`config.mk`:
```
export PLATFORM = sky130hd
export DESIGN_NAME = sram_controller
export DESIGN_NICKNAME = d
export VERILOG_FILES = /design/src/rtl/arm_mem_pkg.sv /design/src/rtl/sram_wait_counter.sv /design/src/rtl/sram_controller.sv
export SDC_FILE = /design/constraint.sdc
export NUM_CORES = 1
export LEC_CHECK = 0
export ABC_CLOCK_PERIOD_IN_PS = 3200
export BUFFER_PORTS_ARGS = -buffer_cell sky130_fd_sc_hd__buf_2
export CORE_MARGIN = 1
export CORE_UTILIZATION = 43
export CTS_CLUSTER_SIZE = 16
export DETAILED_ROUTE_END_ITERATION = 7
export HOLD_SLACK_MARGIN = 0.08
export PLACE_DENSITY = 0.95
export SLEW_MARGIN = 20
export SYNTH_ARGS = -nofsm -noshare
export SYNTH_HDL_FRONTEND = slang
export SYNTH_HIERARCHICAL = 1
export SYNTH_SLANG_ARGS = --single-unit
```
`constraint.sdc`:
```
create_clock -name clk -period 3.2 [get_ports clk]
set_input_delay 0.64 -clock clk [delete_from_list [all_inputs] [get_ports clk]]
set_output_delay 0.64 -clock clk [all_outputs]
set_load 0.02 [all_outputs]
```
`src/rtl/arm_mem_pkg.sv`:
```
// ============================================================================
// Module : arm_mem_pkg
// Brief  : Shared FSM state type, base address and SRAM bus widths for the
//          CPU-to-SRAM memory path.
// Rev    : 1.0
// ============================================================================
`default_nettype none

package arm_mem_pkg;

   localparam int          c_sram_addr_w       = 18;
   localparam int          c_sram_data_w       = 16;
   localparam int          c_word_index_w      = c_sram_addr_w - 1;
   localparam int unsigned c_base_addr_default = 1024;

   typedef enum logic [1:0] {
      ST_IDLE = 2'd0,
      ST_LO   = 2'd1,
      ST_HI   = 2'd2,
      ST_DONE = 2'd3
   } state_t;

endpackage

`default_nettype wire

```
`src/rtl/sram_wait_counter.sv`:
```
// ============================================================================
// Module : sram_wait_counter
// Brief  : Per-phase wait counter; counts 0..WAIT_CYCLES-1 with clear and
//          enable, flagging the final count of a phase.
// Rev    : 1.0
// ============================================================================
`default_nettype none

module sram_wait_counter #(
   parameter int WAIT_CYCLES = 3
) (
   input  logic clk,
   input  logic rst,
   input  logic i_clear,
   input  logic i_enable,
   output logic o_terminal
);

   logic [3:0] r_count;

   always_ff @(posedge clk) begin
      if (rst || i_clear) begin
         r_count <= 4'd0;
      end else if (i_enable) begin
         r_count <= r_count + 4'd1;
      end
   end

   assign o_terminal = (r_count == 4'(WAIT_CYCLES - 1));

endmodule

`default_nettype wire

```
`src/rtl/sram_controller.sv`:
```
// ============================================================================
// Module : sram_controller
// Brief  : Splits 32-bit CPU loads/stores into two timed 16-bit SRAM phases
//          and holds the pipeline off via ready until the access completes.
// Rev    : 1.0
// ============================================================================
`default_nettype none

module sram_controller
   import arm_mem_pkg::*;
#(
   parameter int unsigned BASE_ADDR   = c_base_addr_default,
   parameter int          WAIT_CYCLES = 3
) (
   input  logic                     clk,
   input  logic                     rst,
   input  logic                     wr_en,
   input  logic                     rd_en,
   input  logic [31:0]              address,
   input  logic [31:0]              write_data,
   output logic [31:0]              read_data,
   output logic                     ready,
   output logic [c_sram_addr_w-1:0] sram_addr,
   output logic [c_sram_data_w-1:0] sram_dq_out,
   output logic                     sram_dq_oe,
   input  logic [c_sram_data_w-1:0] sram_dq_in,
   output logic                     sram_we_n
);

   state_t                    r_state;
   state_t                    w_next_state;
   logic                      r_is_write;
   logic [31:0]               r_read_data;
   logic                      w_request;
   logic                      w_in_phase;
   logic                      w_terminal;
   logic                      w_counter_clear;
   logic [c_word_index_w-1:0] w_index;

   assign w_request       = wr_en | rd_en;
   assign w_in_phase      = (r_state == ST_LO) || (r_state == ST_HI);
   assign w_counter_clear = !w_in_phase || w_terminal;
   assign w_index         = c_word_index_w'((address - BASE_ADDR) >> 2);

   sram_wait_counter #(
      .WAIT_CYCLES (WAIT_CYCLES)
   ) u_wait_counter (
      .clk        (clk),
      .rst        (rst),
      .i_clear    (w_counter_clear),
      .i_enable   (w_in_phase),
      .o_terminal (w_terminal)
   );

   // Write wins when both requests arrive together.
   always_ff @(posedge clk) begin
      if (rst) begin
         r_state    <= ST_IDLE;
         r_is_write <= 1'b0;
      end else begin
         r_state <= w_next_state;
         if (r_state == ST_IDLE && w_request) begin
            r_is_write <= wr_en;
         end
      end
   end

   always_ff @(posedge clk) begin
      if (rst) begin
         r_read_data <= 32'd0;
      end else if (w_in_phase && !r_is_write && w_terminal) begin
         if (r_state == ST_LO) begin
            r_read_data[15:0] <= sram_dq_in;
         end else begin
            r_read_data[31:16] <= sram_dq_in;
         end
      end
   end

   assign read_data = r_read_data;

   always_comb begin
      w_next_state = r_state;
      ready        = 1'b0;
      sram_addr    = '0;
      sram_dq_out  = '0;
      sram_dq_oe   = 1'b0;
      sram_we_n    = 1'b1;
      case (r_state)
         ST_IDLE: begin
            ready = !w_request;
            if (w_request) begin
               w_next_state = ST_LO;
            end
         end
         ST_LO, ST_HI: begin
            if (w_terminal) begin
               w_next_state = (r_state == ST_LO) ? ST_HI : ST_DONE;
            end
            sram_addr = {w_index, (r_state == ST_HI)};
            if (r_is_write) begin
               sram_dq_oe  = 1'b1;
               sram_dq_out = (r_state == ST_LO) ? write_data[15:0] : write_data[31:16];
               // Strobe released on the last cycle so address/data hold past WE rise.
               sram_we_n   = w_terminal;
            end
         end
         ST_DONE: begin
            ready        = 1'b1;
            w_next_state = ST_IDLE;
         end
         default: begin
            w_next_state = ST_IDLE;
         end
      endcase
   end

endmodule

`default_nettype wire
```
-- Word level (Yosys, flattened, before mapping)
Cells that the tools add are included.
- flip-flop bits (word level): 39
- output and inout bits: 69
- word-level logic and storage cells: 42
- $add $sub $neg: 2
- equal/unequal tests: 6
- multiplexer cells: 13
- bitwise gates (word level): 2
- reduce and logical (&&, ||, !) cells: 14
- operators by type and width (cell ; number):
    two-way mux 16 bit ; 3
    subtractor 19 x 11 -> 19 bit (second input constant) ; 1
    two-way mux 18 bit ; 1
    one-hot mux 2 bit (3 select lines) ; 1
    AND reduction 2 bit ; 3
    two-way mux 1 bit ; 5
    adder 4 x 1 -> 4 bit (second input constant) ; 1
    == test 2 bit (second input constant) ; 2
    == test 4 x 2 -> 1 bit (second input constant) ; 1
    two-way mux 2 bit ; 2
    != test 2 bit (second input constant) ; 2
    logical AND 1 bit ; 3
    logical NOT 1 bit ; 3
    logical OR 1 bit ; 3
    == test 2 x 1 -> 1 bit (second input constant) ; 1
    logical NOT 2 bit ; 1
    one-hot mux 1 bit (2 select lines) ; 1
    OR reduction 2 bit ; 1
    NOT 1 bit ; 1
    bitwise OR 1 bit ; 1

-- Depth between registers and ports, before layout
- depth in word-level cells: 5
- gate-level depth with buffers: 8

-- Hierarchy
The synthesis kept the hierarchy.
- modules (own cells, without submodules) (module ; times used ; cells each ; area an instance (µm²)):
    sram_controller ; 1 ; 245 ; 1833.0
    sram_wait_counter ; 1 ; 20 ; 198.9

-- Least setup slack after synthesis
OpenSTA, ideal clock, no wires.
- path type: input to output
- start: input port address[16]
- end: output port sram_addr[17]
- data arrival time: 2009 ps
- path slack: 551 ps
- stages on the path: 3
- path buffers: 0
- path through: or4_4 or4_1 a21boi_1
- word-level cells in the longest chain between the ends: 2
- RTL lines (what ; RTL line ; source):
    start, declared ; sram_controller.sv:19 ; input logic [31:0] address,
    subtractor 19 x 11 -> 19 bit ; sram_controller.sv:43 ; assign w_index = c_word_index_w'((address - BASE_ADDR) >> 2);
    two-way mux 18 bit ; sram_controller.sv:89 ; case (r_state)
    end, declared ; sram_controller.sv:23 ; output logic [c_sram_addr_w-1:0] sram_addr,
Every way passes these cells.

-- Final worst setup path
- start: input port address[11]
- end: output port sram_addr[15]
Same word-level chain as after synthesis.

==> results.md <==
Worst setup path:
- The cell that appears most often on the critical path is sky130_fd_sc_hd__buf_2.
- The depth of the worst register-to-register path is 6.
- Of all nets on the critical path, the largest fanout is 3.
- The startpoint identified for the worst register-to-register timing path is u_wait_counter/r_count[0].
- Tracing the worst setup path back leads to its startpoint at address[11].
- The endpoint identified for the worst register-to-register timing path is read_data[6].
- The dominant delay contributor by cell family on the critical path is simple AND/OR/NAND/NOR gates.
- The critical path contains buffers and inverters numbering 3 combined.
- The largest individual stage delay along the critical path comes from the cell sky130_fd_sc_hd__or4b_2.
- The instance count on the critical path is 7.
- The element type at the critical path start is a primary input.
- The critical path class is in -> out.
- Following the worst setup path forward leads to its endpoint at sram_addr[15].
- In this run the register-to-register setup slack is 0.86 ns.
- The critical path goes through buf_2, inv_1, ha_1, or4b_2, nor2_1, mux2i_1, buf_2.
- The stage delay of the slowest cell on the critical path is 0.60 ns.
- Data on the critical path is required at its endpoint by 2.56 ns.
- The nature of the critical path endpoint is a primary output.
- The critical path arrival is 2.10 ns.

Routing:
- The routed wire length is 5632 µm.
- The detailed-routing iteration count for the pre-antenna-repair pass is 7.
- The total via count after detailed routing is 2285.
- The wire length per cell after detailed routing is 12.57 µm.
- The via density per instance is 5.100.
- The number of nets still failing antenna checks after routing is 0.
- After the first detailed-routing iteration, the DRC count stood at 167.
- The remaining design rule violation count is 16.

Timing:
- The clock tree skew after final layout is 0.006122 ns.
- The minimum clock period after layout is 2.736 ns.
- The worst hold margin is 0.4526 ns.
- The number of max-slew violations in the final report came to 0.
- The worst setup margin is 0.4637 ns.
- The number of hold violations in the final report is 0.
- Timing would allow up to 365.5 MHz.
- The total negative slack for setup checks is 0 ns.
- At the pin with the least slew margin, the transition time is 0.7217 ns.
- The final clock period utilization by the worst path is 85.51%.
- In this run the tightest slew margin relative to its limit is 51.63%.
- The final setup violation count is 0.
- Setup repair after global routing left no endpoint under its margin.

Placement:
- The number of input and output port buffers inserted is 137.
- The worst setup slack before clock tree synthesis is 0.4630 ns.
- The detailed-placement wirelength estimate is 4315 µm.
- Routability-driven placement finished with a final weighted congestion of 0.7674.
- The area after detailed placement is 0.002741 mm².

Die:
- Row generation in the floorplan step produced 24 rows.
- The placeable core region is 0.004444 mm².
- The floorplan die area is 0.005004 mm².
- The number of placed I/O pins is 153.
- From left edge to right edge, the die measures 70.74 µm.
- The initial utilization of the core area, before any placement, comes to 45.72%.
- The die extent in y is 70.74 µm.

Pwr:
- The static leakage is 1.380 nW.
- The clock network accounts for 26.5% of the total power.
- The net switching component of the power is 0.0003758 W.
- Of the total power, registers draw 43.1%.
- The switching portion of total power is 32.09%.
- The logic gate share of total power is 30.4%.
- The internal power component is 0.0007954 W.
- VDD sags by at most 0.2314 mV.
- Power spread over the standard cell area amounts to 414.9 mW/mm².

Cells and area:
- The filler cells instantiated in the layout total 397.
- In the final layout, the share of cells above drive strength 1 is 38.13%.
- After routing the design area is 0.002823 mm².
- The post-synthesis to final-layout area growth is 38.92%.
- The layout net count is 486.
- The repair_antennas step left the layout with diodes totalling 0.

Synthesis:
- The fraction of the yosys area taken by sequential cells is 38.42%.
- The number of nets in the synthesized netlist is 356.
- The count of flip-flops with a built-in enable after synthesis is 0.
- Of all flip-flops after synthesis, the portion carrying an async set or reset was 0%.
- Synthesis handed over a netlist of 265 instances.
- The combined area of all synthesized cells is 0.002032 mm².
- In the synthesized netlist the dominant register cell turns out to be sky130_fd_sc_hd__dfxtp_1.
- Averaged over all synthesized cells, the footprint is 7.668 µm².
- Synthesis instantiated 36 different standard cells from the library.
- The Yosys step of the flow raised 6 warnings.
- The number of flip-flops and latches in the synthesized netlist is 39.

Clock tree:
- In this run, post-CTS repair resized a total of 0 instances.
- For this design, the sink count on the clock tree is 39.
- TritonCTS built the clock tree.
- In this run, post-CTS hold repair placed 0 buffers.
- Once the clock tree was built, the setup fixing pass inserted 0 buffers.
- The tree is rooted in a sky130_fd_sc_hd__clkbuf_8.
- Counting along the longest clock path gives a buffer depth of 2.
- The clock latency reported for the late side of the worst-skew pair is 0.28 ns.
- Clock-pin slew was measured on the worst setup and hold paths at 0.07 ns.
- The total clock buffers created by CTS is 5.
- In this run the number of H-tree levels came out at 2.

Global route:
- For this run, global-route usage on met3 was measured as 4.558%.
- The via count of the first global-routing pass is 2168.
- The met1 track demand over resource in global routing is 25.02%.
- Global routing used 40.60% of the available met2 tracks.
- The number of antenna violations at the first check in global routing is 0.
- The layer flagged by global routing as most heavily used is met2.
- Global routing consumed, over all layers together, 22.15% of the routing resources.
- The global-route congestion overflow total is 0.
- The first-pass GRT wire length is 8970 µm.
- The maximum number of pins on one net before global-route repair is 39.

Worst hold path:
- The tightest min-delay check is of the reg -> reg type.

Run status:
- The checks that failed: design-rule violations.
- The run finished, with violations left.

Run:
- Max-cap violations in this run came to 0.
[worst register-to-register path: cells and delay by family (launching register included)]
kind	cells	cell delay [ns]
simple gates	3	1.56
flops	1	0.35
fa+ha+maj	1	0.14
compound gates	1	0.09
buf+inv	1	0.07
[flip-flops by register name, summed over array words and instances, names as in the netlist]
register and cells:
r_state 2, read_data 32, r_is_write 1, u_wait_counter/r_count 4
[power by group through the flow]
| stage | Combinational [W] | Clock [W] | Sequential [W] |
|---|---|---|---|
| floorplan | 0.000231 | 0 | 0.000517 |
| global placement | 0.000343 | 0 | 0.000515 |
| detailed placement | 0.000355 | 0 | 0.000516 |
| CTS | 0.000356 | 0.000318 | 0.000504 |
| global route | 0.000388 | 0.000343 | 0.000506 |
| finish | 0.000356 | 0.000310 | 0.000505 |
[kinds of logic after synthesis]
kind of cell,count (synthesis),synth area share [%]
AO/OA/AOI/OAI,48,13.18
XOR/XNOR,2,0.8622
adder cells (fa/ha/maj),7,4.310
buffers and inverters,24,4.741
flip-flops,39,38.42
multiplexers,19,9.421
AND/OR/NAND/NOR,126,29.06
[through the flow]
stage	total power, W	cells	utilization, %
floorplan	0.0007486	265	-
global placement	0.0008579	440	61.68
detailed placement	0.0008707	440	61.68
CTS	0.001179	448	63.51
global route	0.001237	448	63.51
finish	0.001171	448	63.51
[how the worst min path moves through the flow]
stage                             start            end  slack [ns]  cells past startpoint
after floorplan              r_state[0]     r_state[0]        0.48                      2
after global placement    read_data[10]  read_data[10]        0.44                      2
after detailed placement  read_data[17]  read_data[17]        0.45                      2
after CTS                 read_data[17]  read_data[17]        0.46                      2
after global routing      read_data[23]  read_data[23]        0.48                      2
final                     read_data[24]  read_data[24]        0.45                      2
[cells in the mapped netlist, types with 2 or more instances]
cell / n / area share [%]
sky130_fd_sc_hd__o31ai_1: 2 / 0.74
sky130_fd_sc_hd__nor2b_1: 3 / 0.92
sky130_fd_sc_hd__dfxtp_1: 39 / 38
sky130_fd_sc_hd__xnor2_1: 2 / 0.86
sky130_fd_sc_hd__inv_1: 7 / 1.3
sky130_fd_sc_hd__nor2_1: 23 / 4.2
sky130_fd_sc_hd__nor3_1: 2 / 0.49
sky130_fd_sc_hd__nor3b_1: 3 / 1.1
sky130_fd_sc_hd__ha_1: 7 / 4.3
sky130_fd_sc_hd__o21ai_0: 3 / 0.74
sky130_fd_sc_hd__buf_2: 5 / 1.2
sky130_fd_sc_hd__nand2_1: 68 / 13
sky130_fd_sc_hd__and2_1: 9 / 2.8
sky130_fd_sc_hd__a21boi_0: 4 / 1.5
sky130_fd_sc_hd__or4_1: 2 / 0.74
sky130_fd_sc_hd__clkbuf_1: 12 / 2.2
sky130_fd_sc_hd__mux2i_1: 18 / 8.9
sky130_fd_sc_hd__or3_1: 2 / 0.62
sky130_fd_sc_hd__a21oi_1: 35 / 8.6
sky130_fd_sc_hd__nand2b_1: 3 / 0.92
[cell usage in the layout, fill, tap and decap left out, types with 2 or more instances in the layout]
cell                         n
sky130_fd_sc_hd__a21boi_0    4
sky130_fd_sc_hd__a21oi_1    35
sky130_fd_sc_hd__and2_1      9
sky130_fd_sc_hd__buf_2     137
sky130_fd_sc_hd__buf_4       3
sky130_fd_sc_hd__clkbuf_1    2
sky130_fd_sc_hd__clkbuf_8    5
sky130_fd_sc_hd__dfxtp_1    39
sky130_fd_sc_hd__ha_1        7
sky130_fd_sc_hd__inv_1       7
sky130_fd_sc_hd__mux2i_1    18
sky130_fd_sc_hd__nand2_1    68
sky130_fd_sc_hd__nand2b_1    3
sky130_fd_sc_hd__nor2_1     23
sky130_fd_sc_hd__nor2b_1     3
sky130_fd_sc_hd__nor3_1      2
sky130_fd_sc_hd__nor3b_1     3
sky130_fd_sc_hd__o21ai_0     3
sky130_fd_sc_hd__o31ai_1     2
sky130_fd_sc_hd__or3_1       2
sky130_fd_sc_hd__or4_1       2
sky130_fd_sc_hd__xnor2_1     2
[routing by layer]
metal	share of wire, %	vias up
li1	-	1141
met1	41	1046
met2	52	88
met3	5.6	10
met4	1.7	0
met5	0	-
[final cells by class]
cell class / count / area [µm²] / area share [%]
multi-input cells: 202 / 1161 / 41.13
inverters: 7 / 26.28 / 0.9309
well taps: 52 / 65.06 / 2.305
flip-flops and latches: 39 / 780.7 / 27.66
clock inverters: 1 / 5.005 / 0.1773
clock buffers: 7 / 76.32 / 2.704
repair buffers: 140 / 708.2 / 25.09
(Power assumes the default switching activity.)
